[src/rtl/gshare_param_ongorucu_pkg.sv]
// Shared opcode, counter state and immediate decode helpers
// for the gshare branch predictor.
package ongorucu_paket;

    localparam logic [6:0] OP_B   = 7'b1100011;
    localparam logic [6:0] OP_JAL = 7'b1101111;

    typedef enum logic [1:0] {
        GT = 2'd0,
        ZT = 2'd1,
        ZA = 2'd2,
        GA = 2'd3
    } sayac_t;

    function automatic logic [31:0] b_imm(input logic [31:0] b);
        return {{20{b[31]}}, b[7], b[30:25], b[11:8], 1'b0};
    endfunction

    function automatic logic [31:0] j_imm(input logic [31:0] b);
        return {{12{b[31]}}, b[19:12], b[20], b[30:21], 1'b0};
    endfunction

endpackage

[src/rtl/gshare_param_ongorucu_doygun_sayac.sv]
// Two-bit saturating counter step: up on taken, down on not taken,
// pinned at GA and GT.
module doygun_sayac
    import ongorucu_paket::*;
(
    input  sayac_t durum,
    input  logic   dallan,
    output sayac_t yeni
);

    always_comb begin
        yeni = durum;
        unique case (1'b1)
            dallan && (durum != GA): yeni = sayac_t'(durum + 2'd1);
            !dallan && (durum != GT): yeni = sayac_t'(durum - 2'd1);
            default: yeni = durum;
        endcase
    end

endmodule

[src/rtl/gshare_param_ongorucu.sv]
// Gshare conditional branch predictor with speculative global history,
// misprediction repair and prediction/mispredict counters.
module gshare_param_ongorucu
    import ongorucu_paket::*;
#(
    parameter int PHT_IDX_BIT = 6,
    parameter int GGY_BIT     = 6,
    parameter int SAYAC_BIT   = 32
) (
    input  logic                 clk,
    input  logic                 rst,
    input  logic                 getir_gecerli,
    input  logic [31:0]          getir_ps,
    input  logic [31:0]          getir_buyruk,
    input  logic                 yurut_gecerli,
    input  logic [31:0]          yurut_ps,
    input  logic [GGY_BIT-1:0]   yurut_ggy,
    input  logic                 yurut_dallan,
    input  logic                 yurut_yanlis,
    output logic                 sonuc_dallan,
    output logic [31:0]          sonuc_dallan_ps,
    output logic [GGY_BIT-1:0]   sonuc_ggy,
    output logic [SAYAC_BIT-1:0] tahmin_sayaci,
    output logic [SAYAC_BIT-1:0] yanlis_sayaci
);

    localparam int PHT_N = 1 << PHT_IDX_BIT;

    sayac_t                 pht [PHT_N];
    sayac_t                 oku_durum;
    sayac_t                 yeni_durum;
    logic [GGY_BIT-1:0]     ggy_q;
    logic [GGY_BIT-1:0]     ggy_d;
    logic [PHT_IDX_BIT-1:0] oku_idx;
    logic [PHT_IDX_BIT-1:0] yaz_idx;
    logic                   is_b;
    logic                   is_j;
    logic                   b_gecerli;
    logic                   onarim;
    logic                   unused;

    assign is_b      = getir_buyruk[6:0] == OP_B;
    assign is_j      = getir_buyruk[6:0] == OP_JAL;
    assign b_gecerli = getir_gecerli && is_b;
    assign onarim    = yurut_gecerli && yurut_yanlis;

    assign oku_idx   = getir_ps[PHT_IDX_BIT+1:2] ^ PHT_IDX_BIT'(ggy_q);
    assign yaz_idx   = yurut_ps[PHT_IDX_BIT+1:2] ^ PHT_IDX_BIT'(yurut_ggy);
    assign oku_durum = pht[oku_idx];
    assign unused    = ^{yurut_ps[31:PHT_IDX_BIT+2], yurut_ps[1:0]};

    always_comb begin
        sonuc_dallan    = 1'b0;
        sonuc_dallan_ps = getir_ps + 32'd4;
        if (getir_gecerli) begin
            unique case (1'b1)
                is_j: begin
                    sonuc_dallan    = 1'b1;
                    sonuc_dallan_ps = getir_ps + j_imm(getir_buyruk);
                end
                is_b && oku_durum[1]: begin
                    sonuc_dallan    = 1'b1;
                    sonuc_dallan_ps = getir_ps + b_imm(getir_buyruk);
                end
                default: ;
            endcase
        end
    end

    // Repair from execute outranks the speculative shift of the same cycle.
    always_comb begin
        ggy_d = ggy_q;
        if (onarim)
            ggy_d = GGY_BIT'({yurut_ggy, yurut_dallan});
        else if (b_gecerli)
            ggy_d = GGY_BIT'({ggy_q, oku_durum[1]});
    end

    assign sonuc_ggy = ggy_q;

    doygun_sayac u_doygun_sayac (
        .durum  (pht[yaz_idx]),
        .dallan (yurut_dallan),
        .yeni   (yeni_durum)
    );

    always_ff @(posedge clk or negedge rst) begin
        if (!rst) begin
            for (int i = 0; i < PHT_N; i++)
                pht[i] <= ZT;
        end else if (yurut_gecerli) begin
            pht[yaz_idx] <= yeni_durum;
        end
    end

    always_ff @(posedge clk or negedge rst) begin
        if (!rst) begin
            ggy_q         <= '0;
            tahmin_sayaci <= '0;
            yanlis_sayaci <= '0;
        end else begin
            ggy_q <= ggy_d;
            if (b_gecerli)
                tahmin_sayaci <= tahmin_sayaci + 1'b1;
            if (onarim)
                yanlis_sayaci <= yanlis_sayaci + 1'b1;
        end
    end

endmodule

[config.mk]
export PLATFORM = sky130hd
export DESIGN_NAME = gshare_param_ongorucu
export DESIGN_NICKNAME = d
export VERILOG_FILES = /design/src/rtl/gshare_param_ongorucu_pkg.sv /design/src/rtl/gshare_param_ongorucu_doygun_sayac.sv /design/src/rtl/gshare_param_ongorucu.sv
export SDC_FILE = /design/constraint.sdc
export NUM_CORES = 1
export LEC_CHECK = 0
export CORE_MARGIN = 5
export CORE_UTILIZATION = 60
export CTS_BUF_LIST = sky130_fd_sc_hd__clkbuf_4 sky130_fd_sc_hd__clkbuf_8
export DETAILED_ROUTE_END_ITERATION = 16
export PLACE_DENSITY = 0.89
export SLEW_MARGIN = 20
export SYNTH_ARGS = -nofsm -noshare
export SYNTH_HDL_FRONTEND = slang
export SYNTH_HIERARCHICAL = 1
export SYNTH_SLANG_ARGS = --single-unit
[constraint.sdc]
create_clock -name clk -period 20.5 [get_ports clk]
set_input_delay 4.1 -clock clk [delete_from_list [all_inputs] [get_ports clk]]
set_output_delay 4.1 -clock clk [all_outputs]
set_load 0.01 [all_outputs]
==> metrics.yaml, run 1 <==
routing:
  drt-pass1-iter-count: 8
  dr_total_vias: 10300
  via_per_inst: 6.25
  drt-wirelength-per-cell_um: 20.9
  detailedRoute.firstIterationViolations: 864
  final_antenna_net_count: 0
  aggregate_routed_wire_length_um: 34500
  post-route-drc-count: 0
timing:
  timing.slew.headroom_pct: 24.2
  finalClockSkew_ns: 0.0134
  totalNegativeSetupSlack_ns: 0
  fmax_mhz: 65.7
  post-route-min-period_ns: 15.22
  setup_repair_after_global_routing_missed_its_margin: "false"
  slew_viol_final: 0
  hold_ws_ns: 0.470
  timing_hold_violations_final: 0
  setup_viol: 0
  timing_worst_slew_pin_value_ns: 1.14
  min_period_over_period_pct: 74.2
finish:
  multi_input_comb_area_mm2: 0.00722
  final_cells: 1649
  layout.cells.most_common_list: "181 x sky130_fd_sc_hd__clkdlybuf4s50_1, 138 x sky130_fd_sc_hd__nor2_1, 135 x sky130_fd_sc_hd__mux2_2"
  drive_gt1_share_pct: 22.6
  final-seq-area_mm2: 0.00503
  postLayoutCoreUtil_pct: 73.3
  num_antenna_cells: 0
  final_common_cell: "sky130_fd_sc_hd__clkdlybuf4s50_1"
  design.final.nets: 1510
  area.growth.synth_to_final_pct: 19.7
  filler_cell_count: 1403
die:
  dieWidth_um: 154
  design.portCount: 211
  die-height_um: 154
  placeableCoreArea_mm2: 0.0204
  floorplan.initialDensity_pct: 61.2
  fp-row-count: 52
  design.die.area_mm2: 0.0238
clock_tree:
  clkSlewWorstSetupHoldPaths_ns: 0.10
  cts_root_buf: "sky130_fd_sc_hd__clkbuf_8"
  postcts_resize_cnt: 0
  cts_tree: "yes"
  tritoncts_buffer_count: 17
  cts.repair_timing.setup_buffer_count: 0
  cts.path.max_buffers: 2
  clock_sink_count: 198
  htree_levels: 4
  clock_latency_ns: 0.47
  cts_hold_repair.buffers: 0
critical_path:
  crit_path_slowest_cell: "sky130_fd_sc_hd__xor2_2"
  critPathBufInv: 2
  crit_chain: "clkdlybuf4s50_1 > xor2_2 > nor2_1 > a221oi_2 > nor2_1 > o2111ai_1 > o22ai_2 > and4bb_4 > mux2_4 > ha_1 > fa_1 > a21oi_1 > o211ai_1 > a221oi_1 > or4_1 > a21oi_1 > o2111ai_1 > a31oi_1 > xnor2_1 > mux2i_1 > xor2_1 > clkdlybuf4s50_1"
  timing.critical_path.max_delay_family: "compound AO/OA/AOI/OAI gates"
  timing.critical_path.required_ns: 16.40
  critical_path.reg2reg.endpoint: "pht[110]$_DFFE_PN1P_"
  endpoint_kind: "primary output"
  timing.critical_path.from_type: "primary input"
  worstRegToRegCells: 8
  worstSetupStartpoint: "getir_ps[3]"
  cpPeakStageDelay_ns: 0.83
  beginning_of_the_worst_register_to_register_path: "pht[66]$_DFFE_PN1P_"
  worst-setup-path-type: "in -> out"
  cp_max_fo: 17
  arrival_ns: 11.12
  regToRegSetupSlack_ns: 16.85
grt:
  overflow: 0
  grt_antenna_before_repair: 0
  grt_use_total_pct: 28.5
  grt_pass1_vias: 10500
  grt_start_max_net_pins: 125
  grt_pass1_wl_um: 55200
logic_synthesis:
  yosys_most_used_dff: "sky130_fd_sc_hd__dfrtp_1"
  synth_edf_count: 0
  netlist-cell-type-count: 75
  post_synth.cell_area_avg_um2: 10.4
  synth-seq-area-share_pct: 40.4
  yosys_warnings: 6
  synth.top_cells.by_area: "sky130_fd_sc_hd__dfrtp_1 27%, sky130_fd_sc_hd__dfstp_2 13%, sky130_fd_sc_hd__mux2_2 12%"
  synth_largest_area_cell: "sky130_fd_sc_hd__dfrtp_1"
  syn-num-nets: 1339
  yosys_register_bits: 198
  synth_async_sr_flop_share_pct: 100
  synth_cells: 1195
  fraction_of_post_synthesis_cell_area_in_the_top_cell_type_by_area_pct: 26.9
  syn-cell-area_mm2: 0.0125
placement:
  portBuffers: 182
  placed_cells_incl_taps: 1617
  post-dp-hpwl_um: 24700
  gp_congestion: 0.944
min_path:
  holdCritStartpoint: "yanlis_sayaci[31]$_DFFE_PN0P_"
  worstHoldPathCells: 1
  hold_class: "reg -> reg"
  holdPathEnd: "yanlis_sayaci[31]$_DFFE_PN0P_"
power_and_ir_drop:
  share_comb_of_total_power_pct: 28.8
  static-leakage-power_nw: 6.25
  power_density_mw_per_mm2: 72.3
  switching_share_pct: 31.9
  total_switching_power_w: 0.000344
  cellInternalPower_w: 0.000735
  power.sequential.fraction_pct: 48.2
  ir_worst_vdd_v: 0.0000558
  p_clk_share_pct: 22.9
job:
  drv_cap: 0
run_status:
  status: "finished, final reports clean"
## final cells by class
cell class	instances	area share, %
clock inverter	10	0.662
sequential	198	33.7
inverter	9	0.226
clock buffer	22	1.95
timing repair buffer	193	12.8
tap	270	2.26
multi-input combinational	947	48.4
## worst register-to-register path, delay by kind of cell (launching register included)
family | cells | cell delay, ns
AOI/OAI and AO/OA | 3 | 1.35
muxes | 3 | 0.90
buffers and inverters | 1 | 0.52
DFF | 1 | 0.38
and+or+nand+nor | 1 | 0.44
## per-layer routing
metal | global-route usage [%] | part of all wire (%) | up-vias
met2 | 48.1 | 49 | 551
met3 | 6.60 | 8.5 | 120
met5 | 0 | 0 | -
met4 | 11.1 | 3.8 | 0
met1 | 35.7 | 39 | 5013
li1 | - | - | 4622
## metrics by stage
step	cell area, µm²	worst slack, ns	power, W
global route	14900	4.98	0.00112
global placement	14500	5.48	0.000814
detailed placement	14500	5.42	0.000830
finish	14900	5.28	0.00108
CTS	14900	5.40	0.00108
floorplan	12500	7.71	0.000713
## Yosys cell counts (all sizes together), types with 9 or more instances
cell / number
mux2: 146
nor2: 140
dfrtp: 134
nand2: 119
xnor2: 90
a21oi: 72
dfstp: 64
nand3: 53
xor2: 46
ha: 35
o21ai: 30
and3: 29
clkbuf: 25
mux4: 25
mux2i: 17
nand4: 17
a21o: 16
buf: 16
a221oi: 10
a31oi: 10
inv: 9
## worst max path at each step
stage                           to  slack [ns]  depth (start not counted)
2_1_floorplan  sonuc_dallan_ps[31]        7.71                         20
3_3_place_gp   sonuc_dallan_ps[31]        5.48                         22
3_5_place_dp   sonuc_dallan_ps[31]        5.42                         22
4_1_cts        sonuc_dallan_ps[31]        5.40                         22
5_1_grt        sonuc_dallan_ps[31]        4.98                         22
6_report       sonuc_dallan_ps[31]        5.28                         22
## sequential cells by signal, indices dropped and copies added (netlist names)
name           flops
pht              128
tahmin_sayaci     32
yanlis_sayaci     32
sonuc_ggy          6
## power groups by stage
stage          logic [W]  clock network (W)  registers [W]
6_report        0.000311           0.000247       0.000521
5_1_grt         0.000332           0.000265       0.000527
4_1_cts         0.000307           0.000250       0.000519
3_5_place_dp    0.000305                  0       0.000526
3_3_place_gp    0.000295                  0       0.000520
2_1_floorplan   0.000199                  0       0.000514
## logic make-up (layout without fill, tap and decap cells)
group | count (synthesis) | after routing | share of synthesized area (%)
muxes | 188 | 188 | 19.5
xor gates and xnor gates | 136 | 136 | 9.73
AOI/OAI and AO/OA | 186 | 186 | 9.78
DFF | 198 | 198 | 40.4
adders and majority gates | 36 | 36 | 3.67
and+or+nand+nor | 401 | 401 | 14.8
buffers and inverters | 50 | 234 | 2.09
(Power assumes the default switching activity.)
==> run 2, diff against run 1 <==
- CORE_UTILIZATION: 60 -> 56
- PLACE_DENSITY: 0.89 -> 0.84
- clock period: 20.5 -> 15.3 ns (I/O delays scaled with it)
==> metrics.yaml, run 2 (synthesis results as in run 1) <==
die:
  dieWidth_um: 159
  floorplan.initialDensity_pct: 57.0
  fp-row-count: 54
  die-height_um: 159
  design.die.area_mm2: 0.0253
  design.portCount: 211
  placeableCoreArea_mm2: 0.0219
grt:
  grt_use_total_pct: 26.1
  grt_pass1_wl_um: 54600
  grt_antenna_before_repair: 0
  overflow: 0
  grt_pass1_vias: 10200
  grt_start_max_net_pins: 75
placement:
  portBuffers: 182
  gp_congestion: 0.958
  dpl_cell_area_mm2: 0.0146
  post-dp-hpwl_um: 24500
power_and_ir_drop:
  ir_worst_vdd_v: 0.0000540
  power_density_mw_per_mm2: 98.0
  static-leakage-power_nw: 6.29
clock_tree:
  clock_latency_ns: 0.47
  cts_hold_repair.buffers: 0
  postcts_resize_cnt: 0
  htree_levels: 4
  clkSlewWorstSetupHoldPaths_ns: 0.10
  clock_sink_count: 198
  cts.path.max_buffers: 2
  cts.repair_timing.setup_buffer_count: 0
  cts_tree: "yes"
  tritoncts_buffer_count: 17
  cts_root_buf: "sky130_fd_sc_hd__clkbuf_8"
timing:
  totalNegativeSetupSlack_ns: 0
  timing_worst_slew_pin_value_ns: 1.15
  timing.slew.headroom_pct: 23.0
  slew_viol_final: 0
  post-route-min-period_ns: 13.45
  fmax_mhz: 74.3
  finalClockSkew_ns: 0.0156
  setup_repair_after_global_routing_missed_its_margin: "false"
  timing_hold_violations_final: 0
  setup_viol: 0
  min_period_over_period_pct: 87.9
routing:
  post-route-drc-count: 0
  via_per_inst: 6.13
  aggregate_routed_wire_length_um: 33700
  detailedRoute.firstIterationViolations: 864
  drt-pass1-iter-count: 5
  dr_total_vias: 10200
  drt-wirelength-per-cell_um: 20.3
  final_antenna_net_count: 0
finish:
  area.growth.synth_to_final_pct: 20.3
  largest_registers: "pht x128, tahmin_sayaci x32, yanlis_sayaci x32"
  postLayoutCoreUtil_pct: 68.5
  regMostFlops: "pht"
  largest_reg_flops: 128
  fin_area_mm2: 0.0150
  layout.cells.most_common_list: "181 x sky130_fd_sc_hd__clkdlybuf4s50_1, 138 x sky130_fd_sc_hd__nor2_1, 135 x sky130_fd_sc_hd__mux2_2"
  final_common_cell: "sky130_fd_sc_hd__clkdlybuf4s50_1"
  design.final.nets: 1512
  num_antenna_cells: 0
  drive_gt1_share_pct: 22.7
critical_path:
  worstSetupStartpoint: "getir_ps[2]"
  cp_max_fo: 13
  timing.critical_path.from_type: "primary input"
  cpPeakStageDelay_ns: 0.80
  crit_path_slowest_cell: "sky130_fd_sc_hd__xnor2_2"
  worstRegToRegCells: 8
  arrival_ns: 10.39
  crit_chain: "clkdlybuf4s50_1 > xnor2_2 > buf_4 > mux4_2 > a22oi_1 > nand4_1 > o22ai_2 > and4bb_4 > mux2_4 > ha_1 > fa_1 > a21oi_1 > o211ai_1 > a221oi_1 > or4_1 > a21oi_1 > o2111ai_1 > a31oi_1 > xnor2_1 > mux2i_1 > xor2_1 > clkdlybuf4s50_1"
  timing.critical_path.max_delay_family: "compound AO/OA/AOI/OAI gates"
  timing.critical_path.required_ns: 12.24
  crit_cells: 22
  critPathBufInv: 3
  worst-setup-path-type: "in -> out"
  endpoint_kind: "primary output"
  beginning_of_the_worst_register_to_register_path: "pht[2]$_DFFE_PN1P_"
min_path:
  worstHoldPathCells: 1
  hold_class: "reg -> reg"
  holdCritStartpoint: "tahmin_sayaci[31]$_DFFE_PN0P_"
job:
  drv_cap: 0
run_status:
  status: "finished, final reports clean"
## run 2: changes by cell type in the layout (fill, tap and decap cells not counted), sizes merged
cell      change
clkbuf        -3
clkinv        +3
clkinvlp      -3
buf           +2
bufinv        +2
inv           +1
## run 2: worst paths after layout
check                                                end  slack [ns]
setup / recovery                     sonuc_dallan_ps[31]        1.85
hold / removal             tahmin_sayaci[31]$_DFFE_PN0P_        0.47
setup reg to reg                     pht[18]$_DFFE_PN1P_       11.75
hold reg to reg            tahmin_sayaci[31]$_DFFE_PN0P_        0.47
min in group asynchronous            pht[39]$_DFFE_PN0P_        2.59
max in group asynchronous   tahmin_sayaci[4]$_DFFE_PN0P_       11.50
## run 2: metal layers
metal  GRT usage (%)  vias to the layer above  share of wire [%]
met5               0                        -                  0
met4            8.18                        0                2.5
met3            5.28                       78                7.0
met2            44.4                      442                 49
met1            33.6                     5014                 41
li1                -                     4645                  -
## run 2: worst reg2reg max path: cells and delay by family, from the launching register on
kind                   cells  cell delay, ns
multiplexers               3            0.96
buffers and inverters      1            0.47
AO/OA/AOI/OAI              3            1.24
flip-flops                 1            0.39
AND/OR/NAND/NOR            1            0.44
## run 2: report_power, final
group,internal [W],switching [W]
Clock,0.000173,0.000190
Combinational,0.000200,0.000211
Sequential,0.000639,0.0000564
## run 2: cell type report
type / instances / area [µm²]
Timing Repair Buffer: 195 / 1920
Sequential cell: 198 / 5030
Clock inverter: 13 / 173
Clock buffer: 19 / 262
Inverter: 9 / 33.8
Multi-Input combinational cell: 947 / 7220
Fill cell: 1694 / 6900
Tap cell: 280 / 350
## run 2: metrics by stage
stage               hold slack (ns)  std cells  setup slack, ns  total power, W
floorplan                     0.489       1195             4.59        0.000955
global placement              0.460       1629             1.93         0.00109
CTS                           0.481       1661             1.90         0.00147
finish                        0.472       1661             1.85         0.00147
global route                  0.499       1661             1.66         0.00154
detailed placement            0.466       1629             1.98         0.00111
